**src/rtl/hs_reg_pipeline.sv**
```systemverilog
// Chain of DEPTH handshake register stages with bubble collapsing,
// synchronous flush and a registered occupancy count.
module hs_reg_pipeline #(
  parameter  int DATA_WIDTH = 8,
  parameter  int DEPTH      = 2,
  localparam int CNT_WIDTH  = $clog2(DEPTH + 1)
) (
  input  logic                  clk,
  input  logic                  rst_n,
  input  logic                  flush,
  input  logic [DATA_WIDTH-1:0] din,
  input  logic                  din_vld,
  output logic                  din_rd,
  output logic [DATA_WIDTH-1:0] dout,
  output logic                  dout_vld,
  input  logic                  dout_rd,
  output logic [CNT_WIDTH-1:0]  occupancy
);

  logic [DEPTH-1:0]      vld_q, vld_d;
  logic [DATA_WIDTH-1:0] data_q [DEPTH];
  logic [DATA_WIDTH-1:0] data_d [DEPTH];
  logic [CNT_WIDTH-1:0]  occ_q, occ_d;
  logic [DEPTH-1:0]      rdy_s;
  logic                  full_s;

  // A stage can load unless it and every stage downstream is full while the consumer stalls.
  always_comb begin
    rdy_s  = '0;
    full_s = 1'b1;
    for (int i = 0; i < DEPTH; i++) begin
      full_s = 1'b1;
      for (int j = i; j < DEPTH; j++) begin
        full_s = full_s & vld_q[j];
      end
      rdy_s[i] = dout_rd | ~full_s;
    end
  end

  // Next-state for valid bits and data; invalid bubbles leave data untouched.
  always_comb begin
    vld_d  = vld_q;
    data_d = data_q;
    if (flush) begin
      vld_d = '0;
    end else begin
      if (rdy_s[0]) begin
        vld_d[0] = din_vld;
        if (din_vld) begin
          data_d[0] = din;
        end else begin
          data_d[0] = data_q[0];
        end
      end else begin
        vld_d[0]  = vld_q[0];
        data_d[0] = data_q[0];
      end
      for (int i = 1; i < DEPTH; i++) begin
        if (rdy_s[i]) begin
          vld_d[i] = vld_q[i-1];
          if (vld_q[i-1]) begin
            data_d[i] = data_q[i-1];
          end else begin
            data_d[i] = data_q[i];
          end
        end else begin
          vld_d[i]  = vld_q[i];
          data_d[i] = data_q[i];
        end
      end
    end
  end

  // Occupancy is registered alongside the valid bits so it never follows handshake inputs.
  always_comb begin
    occ_d = '0;
    for (int i = 0; i < DEPTH; i++) begin
      occ_d = occ_d + CNT_WIDTH'(vld_d[i]);
    end
  end

  // Stage state registers.
  always_ff @(posedge clk or negedge rst_n) begin
    if (!rst_n) begin
      vld_q <= '0;
      occ_q <= '0;
      for (int i = 0; i < DEPTH; i++) begin
        data_q[i] <= '0;
      end
    end else begin
      vld_q  <= vld_d;
      occ_q  <= occ_d;
      data_q <= data_d;
    end
  end

  assign din_rd    = rdy_s[0] & ~flush;
  assign dout      = data_q[DEPTH-1];
  assign dout_vld  = vld_q[DEPTH-1] & ~flush;
  assign occupancy = occ_q;

endmodule

```
**config.mk**
```make
export PLATFORM = sky130hd
export DESIGN_NAME = hs_reg_pipeline
export DESIGN_NICKNAME = d
export VERILOG_FILES = /design/src/rtl/hs_reg_pipeline.sv
export SDC_FILE = /design/constraint.sdc
export NUM_CORES = 1
export LEC_CHECK = 0
export CORE_MARGIN = 5
export CORE_UTILIZATION = 48
export CTS_BUF_LIST = sky130_fd_sc_hd__clkbuf_8
export CTS_CLUSTER_DIAMETER = 200
export DETAILED_ROUTE_END_ITERATION = 8
export GPL_TIMING_DRIVEN = 0
export PLACE_DENSITY = 0.81
export SYNTH_ARGS = -nofsm -noshare
export SYNTH_HDL_FRONTEND = slang
export SYNTH_SLANG_ARGS = --single-unit
```
**constraint.sdc**
```tcl
create_clock -name clk -period 1.9 [get_ports clk]
set_input_delay 0.475 -clock clk [delete_from_list [all_inputs] [get_ports clk]]
set_output_delay 0.475 -clock clk [all_outputs]
set_load 0.05 [all_outputs]
```
==> impl_metrics.yaml <==
yosys:
  synth.top_cells.by_area: "dfrtp_1, mux2_4, mux2_2"
  yosysMostFrequentCell: "dfrtp_1"
  synth_edf_count: 0
  seq_area_frac_synth_pct: 57.97
  yosys.cell_types.count: 12
  synth_top_cell_area_share_pct: 57.97
  yosys.area.top_type: "dfrtp_1"
  synth-async-reset-ratio_pct: 100.0
  netlist_area_um2: 863.3
  syn-mean-instance-area_um2: 15.42
  ys_ff_latch: 20
  netlist_top_cells_count: "dfrtp_1, buf_4, mux2_2, mux2_4, nor2_1"
  synth_warnings: 0
  yosys_most_used_dff: "dfrtp_1"
  synthCells: 56
  syn-num-nets: 70
sta:
  skew_ns: 0.004273
  period_share_pct: 97.68
  slew-limit-headroom_pct: 42.93
  hold_slack_ns: 0.5053
  setup_viol: 0
  drv_slew: 0
  final.min_clock_period_ns: 1.856
  grt_setup_unrepaired: "no"
  hold_violations: 0
  fmax_mhz: 538.8
  worst_pin_slew_ns: 0.8533
worst_setup_path:
  critPathSlowestCell: "clkdlybuf4s50_1"
  worstPathMaxFanout: 1
  crit_chain: "clkdlybuf4s50_1"
  cp-end-kind: "output pin"
  required_ns: 1.42
  crit_family: "buffers and inverters"
  start_kind: "flop"
  path_buf_inv: 1
  worstPathArrival_ns: 1.38
  critPathMaxStageDelay_ns: 0.80
  worstSetupPathType: "reg2out"
floorplanning:
  ios: 25
  die_h_um: 52.41
  die_x_um: 52.41
  die_area_um2: 2747
  core-area_um2: 1727
  initial_core_util_pct: 50.00
  rows: 15
placed_design:
  io_buffers: 24
  gp_congestion: 0.6844
  post-place-cells: 105
  dpl_cell_area_um2: 1135
global_route:
  grtUsageMet1_pct: 15.09
  grt_overflow_total: 0
  use_met2_pct: 22.93
  grt_first_pass_wirelength_um: 2553
  antenna_found_initial: 0
  grt_max_degree: 21
  grt_use_met3_pct: 3.704
  grt_pass1_vias: 529
  grt_util_all_layers_pct: 13.36
  grt_busiest_layer: "met2"
power_and_ir_drop:
  power.switching_uw: 462.6
  p_leak_nw: 0.6069
  clkPwrFrac_pct: 28.2
  total_power_mw: 1.471
  swShare_pct: 31.46
  p_int_mw: 1.008
  ir_drop_v: 0.0007288
  powerDensity_nw_per_um2: 1219
  seqPwrFrac_pct: 37.5
  combPwrFrac_pct: 34.3
drt:
  drt_iter0_drc: 0
  vias_per_cell: 4.505
  drc: 0
  via_count: 491
  routedWlPerCell_um: 14.05
  ant_nets: 0
  wirelength_um: 1531
  drt_pass1_iterations: 1
cells_and_area:
  layout-drive-gt1-share_pct: 40.48
  nNetsFinal: 99
  post-route-util_pct: 69.86
  diodes: 0
  design_area_um2: 1206
  layout-area-overhead-vs-synth_pct: 39.71
  fin_cells: 109
cts:
  cts_tree: "yes"
  clk_pin_slew_ns: 0.07
  numCtsBuffers: 3
  cts.sinks: 20
  htree_levels: 1
  clock_path_buffers: 2
  ctsRootBufferMaster: "clkbuf_8"
  clk_latency_ns: 0.25
  cts_setup_buffers: 0
run_status:
  outcome: "completed"
min_path:
  hold_path_class: "reg2reg"
run:
  cap_violations: 0
## logic make-up after synthesis
kind of cell	after synthesis	synth area share [%]
adder cells (fa/ha/maj)	1	1.449
flip-flops	20	57.97
buffers and inverters	9	8.261
AND/OR/NAND/NOR	10	7.973
multiplexers	16	24.35
## cell usage in the layout, fill, tap and decap left out, types with 2 or more instances in the layout
| cell | count |
|---|---|
| buf_4 | 8 |
| buf_6 | 2 |
| clkbuf_8 | 3 |
| clkdlybuf4s50_1 | 11 |
| dfrtp_1 | 20 |
| dlygate4sd2_1 | 8 |
| dlymetal6s2s_1 | 3 |
| mux2_2 | 8 |
| mux2_4 | 8 |
| nor2_1 | 4 |
## path summary, 6_finish.rpt
path                                        start                     end  slack, ns  depth (start not counted)
min reg2reg                data_q[13]$_DFFE_PN0P_     dout[5]$_DFFE_PN0P_       0.51                          1
min                        data_q[13]$_DFFE_PN0P_     dout[5]$_DFFE_PN0P_       0.51                          1
min in group asynchronous                   rst_n     dout[5]$_DFFE_PN0P_       0.70                          1
max                        occupancy[1]$_DFF_PN0_            occupancy[1]       0.04                          1
max reg2reg                    vld_q[0]$_DFF_PN0_  data_q[14]$_DFFE_PN0P_       0.33                          4
max in group asynchronous                   rst_n      vld_q[1]$_DFF_PN0_       0.67                          1
## flip-flops by register name, summed over array words and instances (netlist names)
signal and count:
vld_q 2, data_q 8, occupancy 2, dout 8
## power by group through the flow
stage,Sequential [mW],Clock (mW),Combinational [mW]
global placement,0.553,0,0.537
CTS,0.554,0.422,0.512
floorplan,0.555,0,0.380
detailed placement,0.559,0,0.546
finish,0.552,0.414,0.504
global route,0.564,0.448,0.532
## per-layer routing
layer,vias up,share of wire [%]
met1,236,40
li1,237,-
met3,2,6.8
met4,0,0.85
met5,-,0
met2,16,52
## through the flow
| step | worst slack (ns) | TNS (ns) |
|---|---|---|
| 3_3_place_gp | -0.6189 | -4.357 |
| 4_1_cts | -0.007347 | -0.007347 |
| 5_1_grt | 0.0007483 | 0 |
| 3_5_place_dp | -0.6000 | -4.126 |
| 2_1_floorplan | 0.1249 | 0 |
| 6_report | 0.04413 | 0 |
## layout make-up
class	instances	area, µm²
multi-input combinational	27	295.3
fill	150	520.5
timing repair buffer	24	236.5
clock inverter	1	30.03
buffer	9	71.32
tap	25	31.28
clock buffer	3	41.29
sequential	20	500.5
## what timing repair did
item,in CTS,in global routing
gates resized for setup,20,6
hold buffers,0,0
endpoints found under the setup margin,10,3
pin swaps,0,1
endpoints found under the hold margin,0,0
Note: power is estimated with default switching activity, not from simulation.
